[src/rtl/ni_buffer_pkg.sv]
// Shared flit-type encodings, tail detection and default sizing for the NI buffers.
// Latency: n/a (declarations only).
// Backpressure: n/a.
`ifndef FTYPEWD
`define FTYPEWD 2
`endif

package ni_buffer_pkg;

  // Width of the flit type field carried in the flit MSBs
  localparam int FTYPE_W = `FTYPEWD;

  // Flit type encodings; tail and single both close a packet
  typedef enum logic [FTYPE_W-1:0] {
    FTYPE_BODY   = 2'b00,
    FTYPE_TAIL   = 2'b01,
    FTYPE_HEAD   = 2'b10,
    FTYPE_SINGLE = 2'b11
  } ftype_t;

  // Default sizing for the request output buffer
  localparam int DEF_FLIT_WIDTH  = 32;
  localparam int DEF_LOG_DEPTH   = 2;
  localparam int DEF_NUM_CREDITS = 2;
  localparam int DEF_CREDITWD    = 3;

  // True when the type field marks the last flit of a packet
  function automatic logic is_tail(input logic [FTYPE_W-1:0] ftype);
    return (ftype == FTYPE_TAIL) || (ftype == FTYPE_SINGLE);
  endfunction

endpackage

[src/rtl/ni_request_output_buffer_if.sv]
// Flit bundle between the NI request path, the output buffer and the first switch port.
// Latency: n/a (wiring only).
// Backpressure: stall towards the NI, credit_in from the switch.
interface ni_request_output_buffer_if #(
  parameter int FLIT_WIDTH = ni_buffer_pkg::DEF_FLIT_WIDTH
);

  logic                  valid_in;
  logic [FLIT_WIDTH-1:0] flit_in;
  logic                  stall;
  logic                  valid_out;
  logic [FLIT_WIDTH-1:0] flit_out;
  logic                  credit_in;
  logic                  credit_err;

  // Environment side: NI drives flits in, switch returns credits
  modport master (
    output valid_in, flit_in, credit_in,
    input  stall, valid_out, flit_out, credit_err
  );

  // Buffer side
  modport slave (
    input  valid_in, flit_in, credit_in,
    output stall, valid_out, flit_out, credit_err
  );

endinterface

[src/rtl/ni_credit_counter.sv]
// Downstream credit tracker: counts free slots in the switch input buffer.
// Latency: count updates one cycle after dec/inc; has_credit is combinational from the count.
// Backpressure: has_credit low blocks pops; a surplus credit saturates and raises sticky credit_err.
module ni_credit_counter #(
  parameter int NUM_CREDITS = ni_buffer_pkg::DEF_NUM_CREDITS,
  parameter int CREDITWD    = ni_buffer_pkg::DEF_CREDITWD
) (
  input  logic clk,
  input  logic rst,
  input  logic dec,
  input  logic inc,
  output logic has_credit,
  output logic credit_err
);

  localparam logic [CREDITWD-1:0] MAX_CREDITS = CREDITWD'(NUM_CREDITS);

  logic [CREDITWD-1:0] count;

  assign has_credit = (count != '0);

  // Credit count: simultaneous inc and dec cancel; a credit beyond the maximum is an error
  always_ff @(posedge clk or negedge rst) begin
    if (!rst) begin
      count      <= MAX_CREDITS;
      credit_err <= 1'b0;
    end else if (dec && !inc) begin
      count <= count - 1'b1;
    end else if (inc && !dec) begin
      if (count == MAX_CREDITS) begin
        credit_err <= 1'b1;
      end else begin
        count <= count + 1'b1;
      end
    end
  end

endmodule

[src/rtl/ni_request_output_buffer.sv]
// Flit FIFO from the NI request path to the first switch; store-and-forward under NI_OUT_BUF_STORE_FWD_EN.
// Latency: 2 cycles push-to-flit_out when empty with credits (head at N+1, registered output at N+2).
// Backpressure: stall = FIFO full (NI holds the flit); pops wait for a downstream credit.
module ni_request_output_buffer
  import ni_buffer_pkg::*;
#(
  parameter int FLIT_WIDTH  = DEF_FLIT_WIDTH,
  parameter int LOG_DEPTH   = DEF_LOG_DEPTH,
  parameter int NUM_CREDITS = DEF_NUM_CREDITS,
  parameter int CREDITWD    = DEF_CREDITWD
) (
  input  logic                        clk,
  input  logic                        rst,
  ni_request_output_buffer_if.slave   bus
);

  localparam int                 DEPTH    = 1 << LOG_DEPTH;
  localparam logic [LOG_DEPTH:0] FULL_CNT = (LOG_DEPTH+1)'(DEPTH);

  logic [FLIT_WIDTH-1:0] mem [DEPTH];
  logic [LOG_DEPTH-1:0]  wr_ptr;
  logic [LOG_DEPTH-1:0]  rd_ptr;
  logic [LOG_DEPTH:0]    count;
  logic                  full;
  logic                  empty;
  logic                  push;
  logic                  pop;
  logic                  pop_ok;
  logic                  has_credit;
  logic [FLIT_WIDTH-1:0] head;
  logic                  valid_q;
  logic [FLIT_WIDTH-1:0] flit_q;

  assign full  = (count == FULL_CNT);
  assign empty = (count == '0);
  assign head  = mem[rd_ptr];

  // Stall follows the registered occupancy only, so a pop in the same cycle never frees a slot early
  assign push = bus.valid_in && !full;
  // A flit pushed this cycle is not yet counted, so it can never be popped in the same cycle
  assign pop  = !empty && has_credit && pop_ok;

  assign bus.stall     = full;
  assign bus.valid_out = valid_q;
  assign bus.flit_out  = flit_q;

  // Storage array: data only, validity is tracked by count
  always_ff @(posedge clk) begin
    if (push) begin
      mem[wr_ptr] <= bus.flit_in;
    end
  end

  // Pointers and occupancy; a reset drops everything buffered
  always_ff @(posedge clk or negedge rst) begin
    if (!rst) begin
      wr_ptr <= '0;
      rd_ptr <= '0;
      count  <= '0;
    end else begin
      if (push) begin
        wr_ptr <= wr_ptr + 1'b1;
      end
      if (pop) begin
        rd_ptr <= rd_ptr + 1'b1;
      end
      case ({push, pop})
        2'b10:   count <= count + 1'b1;
        2'b01:   count <= count - 1'b1;
        default: count <= count;
      endcase
    end
  end

  // Registered output stage; flit_out keeps its last value between flits
  always_ff @(posedge clk or negedge rst) begin
    if (!rst) begin
      valid_q <= 1'b0;
      flit_q  <= '0;
    end else begin
      valid_q <= pop;
      if (pop) begin
        flit_q <= head;
      end
    end
  end

`ifdef NI_OUT_BUF_STORE_FWD_EN
  logic [LOG_DEPTH:0] tails;
  logic               mid_packet;
  logic               push_tail;
  logic               pop_tail;

  assign push_tail = push && is_tail(bus.flit_in[FLIT_WIDTH-1 -: `FTYPEWD]);
  assign pop_tail  = pop  && is_tail(head[FLIT_WIDTH-1 -: `FTYPEWD]);

  // Start a packet only once its tail is buffered; finish a started packet regardless;
  // a full FIFO with no tail means the packet is longer than the buffer, so let it stream
  assign pop_ok = (tails != '0) || mid_packet || (full && (tails == '0));

  // Number of complete packets (tails) currently stored
  always_ff @(posedge clk or negedge rst) begin
    if (!rst) begin
      tails <= '0;
    end else begin
      case ({push_tail, pop_tail})
        2'b10:   tails <= tails + 1'b1;
        2'b01:   tails <= tails - 1'b1;
        default: tails <= tails;
      endcase
    end
  end

  // Tracks whether the switch has seen the start of a packet but not its tail
  always_ff @(posedge clk or negedge rst) begin
    if (!rst) begin
      mid_packet <= 1'b0;
    end else if (pop) begin
      mid_packet <= !pop_tail;
    end
  end
`else
  // Cut-through: any buffered flit may leave as soon as a credit is available
  assign pop_ok = 1'b1;
`endif

  ni_credit_counter #(
    .NUM_CREDITS (NUM_CREDITS),
    .CREDITWD    (CREDITWD)
  ) u_credit (
    .clk        (clk),
    .rst        (rst),
    .dec        (pop),
    .inc        (bus.credit_in),
    .has_credit (has_credit),
    .credit_err (bus.credit_err)
  );

endmodule
[src/flat_wrapper.sv]
// flat-port wrapper written by rule: the top's interface ports become plain ports
module ni_request_output_buffer_flat import ni_buffer_pkg::*;
#(
  parameter int FLIT_WIDTH  = DEF_FLIT_WIDTH,
  parameter int LOG_DEPTH   = DEF_LOG_DEPTH,
  parameter int NUM_CREDITS = DEF_NUM_CREDITS,
  parameter int CREDITWD    = DEF_CREDITWD
)
  (clk, rst, bus_valid_in, bus_flit_in, bus_credit_in, bus_stall, bus_valid_out, bus_flit_out, bus_credit_err);
  ni_request_output_buffer_if #(.FLIT_WIDTH(FLIT_WIDTH)) bus_i ();
  input  logic clk;
  input  logic rst;
  input wire logic [$bits(bus_i.valid_in)-1:0] bus_valid_in;
  input wire logic [$bits(bus_i.flit_in)-1:0] bus_flit_in;
  input wire logic [$bits(bus_i.credit_in)-1:0] bus_credit_in;
  output wire logic [$bits(bus_i.stall)-1:0] bus_stall;
  output wire logic [$bits(bus_i.valid_out)-1:0] bus_valid_out;
  output wire logic [$bits(bus_i.flit_out)-1:0] bus_flit_out;
  output wire logic [$bits(bus_i.credit_err)-1:0] bus_credit_err;
  assign bus_i.valid_in = bus_valid_in;
  assign bus_i.flit_in = bus_flit_in;
  assign bus_i.credit_in = bus_credit_in;
  assign bus_stall = bus_i.stall;
  assign bus_valid_out = bus_i.valid_out;
  assign bus_flit_out = bus_i.flit_out;
  assign bus_credit_err = bus_i.credit_err;
  ni_request_output_buffer #(.FLIT_WIDTH(FLIT_WIDTH), .LOG_DEPTH(LOG_DEPTH), .NUM_CREDITS(NUM_CREDITS), .CREDITWD(CREDITWD)) u_core (.clk(clk), .rst(rst), .bus(bus_i));
endmodule
[config.mk]
export PLATFORM = sky130hd
export DESIGN_NAME = ni_request_output_buffer_flat
export DESIGN_NICKNAME = d
export VERILOG_FILES = /design/src/rtl/ni_buffer_pkg.sv /design/src/rtl/ni_request_output_buffer_if.sv /design/src/rtl/ni_credit_counter.sv /design/src/rtl/ni_request_output_buffer.sv /design/src/flat_wrapper.sv
export SDC_FILE = /design/constraint.sdc
export NUM_CORES = 1
export LEC_CHECK = 0
export BUFFER_PORTS_ARGS = -buffer_cell sky130_fd_sc_hd__buf_4
export CORE_MARGIN = 2
export CORE_UTILIZATION = 55
export DETAILED_ROUTE_END_ITERATION = 7
export MAX_ROUTING_LAYER = met4
export PLACE_DENSITY = 0.75
export SETUP_SLACK_MARGIN = 0.15
export SLEW_MARGIN = 20
export SYNTH_ARGS = -nofsm -noshare
export SYNTH_HDL_FRONTEND = slang
export SYNTH_SLANG_ARGS = --single-unit
[constraint.sdc]
create_clock -name clk -period 2.6 [get_ports clk]
set_input_delay 0.13 -clock clk [delete_from_list [all_inputs] [get_ports clk]]
set_output_delay 0.13 -clock clk [all_outputs]
set_load 0.005 [all_outputs]
==> summary.txt <==
Pwr
  • Combinational share of power: between 30% and 40%
  • Worst IR Drop VDD: 0.000769 V
  • Clk pwr share: 24.0%
  • Cell Int Power: 7260 uW
  • Tot Pwr: 10100 uW
  • Power density cells: roughly 1200 nW/um^2
  • Register share of total power: between 40% and 50%
  • Switching share of total power: 28.0%
  • Pleak: 0.00319 uW
  • Net Switching: 2820 uW

Global routing
  • Met3 Use GR: 6.00%
  • Initial antenna violation count: 0
  • Global routing usage on met1: 25.7%
  • Global-route wire length before repair: between 15000 and 20000 microns
  • Largest net degree at the start of global routing: 45
  • GRT busiest layer: met2
  • Overall Global Routing Usage: 20.4%
  • Met2 GRT Util: approximately a third
  • Overflow after GRT: 0
  • Number of global-route vias before repair: 3460

Outcome
  • Outcome: completed

Drt
  • Drt total wl: 11700 microns
  • Vias/cell: 5.47
  • Remaining antenna violation count: 0
  • # DRC: 0
  • WL/cell: 20.1 microns
  • Starting DRC count in detailed routing: 223
  • Pre-antenna DRT Iters: 4
  • Vias: 3187

CTS
  • Clk_lat worst skew: 420 ps
  • Setup bufs post-CTS: 0
  • CTS Buf Count: 17
  • Worst-path clk slew: 60 ps
  • TritonCTS Sinks: approximately 170
  • CTS root buf: clkbuf_16
  • Clock buffer depth: 2
  • H-tree levels: 4
  • CTS tree: done

STA
  • Tightest Pin Transition: 868 ps
  • Shortest period the worst path allows: 2170 ps
  • Setup TNS: 0 ps
  • Min Hold Slack: 124 ps
  • Period utilization: 83.3%
  • Max Slew Vio Count: 0
  • # setup viols final: 0
  • RSZ-0062 raised after global routing: no
  • Final hold vios: 0
  • Achievable Freq: 461 MHz
  • Slew margin rel.: between 40% and 50%
  • Clock Skews: between 5 and 6 ps

Setup path
  • Most frequent CP cell: inv_1
  • WP depth: 8
  • CP cell instances: inv_1 > a21oi_4 > ha_1 > inv_1 > fa_1 > xor2_1 > o21ai_0 > o31ai_1
  • Endpoint class of the critical path: flop
  • R2R Setup Slk: 430 ps
  • R2R Path Start: u_core.u_credit.count[1]
  • Crit path launch type: flop
  • Critical path's largest stage delay: 560 ps
  • Crit path capture: u_core.u_credit.count[2]
  • Worst EP required: 2900 ps
  • Critical Path Source: u_core.u_credit.count[1]
  • Reg-to-reg endpoint: u_core.u_credit.count[2]
  • Worst R2R Path Depth: 8
  • Critical Path AT: 2470 ps
  • Bufs and invs on worst path: 2
  • CP max FO: 6
  • Crit path max-delay cell type: dfstp_2
  • Crit path max-delay family: adder cells
  • Kind of critical path: reg2reg

Logic synthesis
  • Yosys warns: 0
  • Post-Synthesis Cell Area: around 6700 sq um
  • Post-synth EDFFs: about 130
  • Synthesized Nets: 346
  • Average size of a mapped cell: 22.1 sq um
  • Sequential area share after synthesis: between 70% and 80%
  • Unique cell type count in the Yosys netlist: 30
  • Primary FF master, synth: edfxtp_1
  • Syn Inst Count: 301
  • Async set or reset register ratio after synthesis: 25.6%
  • Synth Register Bits: 172

Die
  • Die height: 114 microns
  • Ports: 71
  • Core box area: 11900 sq um
  • Initial core utilization: 55.9%
  • Die X: 114 microns
  • Cell Rows: 40
  • Total Die Area: 13000 sq um

Place
  • Dpl cells: 518
  • # port buffers: 70
  • RePlAce Congestion: 0.680
  • Placed cell areas: 7380 sq um
  • DP Wirelength: roughly 6800 microns

Cells and area
  • NumNets Final: 468
  • Fill count: 747
  • Layout cells sized above 1: a little over two fifths
  • Antenna diode count: 0
  • Area Growth Syn to Fin: 24.5%
  • Design Area, Final: about 8300 sq um
  • Final Instance Count excl. Fillers: 583

Min path
  • Min-delay worst type: in2reg
  • Hold Crit Start: bus_credit_in

Job
  • MaxCap Viol Count: 0
==> power groups by stage <==
| stage | logic, uW | clock network [uW] | registers [uW] |
|---|---|---|---|
| after floorplan | 2500 | 0 | 4120 |
| after global placement | 3270 | 0 | 4290 |
| after detailed placement | 3360 | 0 | 4330 |
| after CTS | 3420 | 2460 | 4300 |
| after global routing | 3650 | 2580 | 4370 |
| final | 3370 | 2420 | 4290 |
==> worst reg2reg max path: stages, from the launching register on <==
cell	delay (ps)
dfstp_2	560
inv_1	110
a21oi_4	160
ha_1	300
inv_1	90
fa_1	420
xor2_1	160
o21ai_0	150
o31ai_1	90
==> final cells by class <==
| type | instances | area (sq um) | area share, % |
|---|---|---|---|
| well taps | 147 | 184 | 2.22 |
| clock inverters | 11 | 120 | 1.45 |
| repair buffers | 114 | 963 | 11.6 |
| clock buffers | 21 | 450 | 5.44 |
| multi-input cells | 106 | 1570 | 19.0 |
| inverters | 12 | 45.0 | 0.544 |
| flip-flops and latches | 172 | 4950 | 59.7 |
==> cell usage after synthesis (2+ instances only) <==
cell,n,area share [%]
edfxtp_1,128,58
dfrtp_1,43,16
mux2_4,29,6.5
mux4_2,29,9.8
inv_1,12,0.68
buf_6,7,1.2
ha_1,7,1.3
and2_1,5,0.47
mux2_2,4,0.68
xor2_1,4,0.53
buf_2,3,0.23
mux4_1,3,1.2
nor2_1,3,0.17
o21ai_0,3,0.23
xnor2_1,3,0.39
fa_1,2,0.60
nor3_1,2,0.15
nor3b_1,2,0.23
==> stage by stage <==
| step | utilization (%) | setup WS [ps] |
|---|---|---|
| detailed placement | 62.0 | 436 |
| global route | 69.6 | 286 |
| floorplan | - | 303 |
| global placement | 62.0 | 522 |
| CTS | 69.6 | 422 |
| finish | 69.6 | 433 |
==> state kept, by name (all words and copies together), names as in the netlist <==
| register | flops |
|---|---|
| u_core.mem | 128 |
| u_core.bus.flit_out | 32 |
| u_core.count | 3 |
| u_core.u_credit.count | 3 |
| u_core.rd_ptr | 2 |
| u_core.wr_ptr | 2 |
| u_core.bus.valid_out | 1 |
| u_core.u_credit.credit_err | 1 |
==> logic make-up after synthesis <==
logic type	count (synthesis)	synth area share, %
flip-flops	172	74.3
multiplexers	66	18.4
buffers and inverters	23	2.14
AND/OR/NAND/NOR	15	1.35
AO/OA/AOI/OAI	9	1.01
adder cells (fa/ha/maj)	9	1.92
XOR/XNOR	7	0.921
==> repair_timing <==
item	CTS	global route
hold buffers	33	0
gates resized for setup	0	0
hold endpoints to repair	171	0
==> worst min path at each step <==
stage,endpoint,slack (ps),cells past startpoint
global route,u_core.u_credit.credit_err,130,3
CTS,u_core.u_credit.credit_err,100,3
floorplan,u_core.bus.flit_out[0],-170,0
finish,u_core.u_credit.credit_err,120,3
global placement,u_core.bus.flit_out[4],200,1
detailed placement,u_core.bus.flit_out[4],200,1
==> routing by layer <==
metal,vias to the layer above,share of wire [%]
met4,0,1.3
li1,1431,-
met1,1663,43
met2,76,52
met3,17,4.3
met5,-,0
==> cells in the final DEF, fill, tap and decap left out, drive strengths merged, types with 3 or more instances in the layout <==
master and instances:
mux4 32, edfxtp 128, and2 5, clkinvlp 3, ha 7, buf 81
nor2 3, mux2 33, xor2 4, nor3 3, xnor2 3, clkbuf 21
inv 13, o21ai 3, clkinv 5, dlygate4sd3 33, dfrtp 43
No activity file was read; power rests on OpenSTA's default activity.
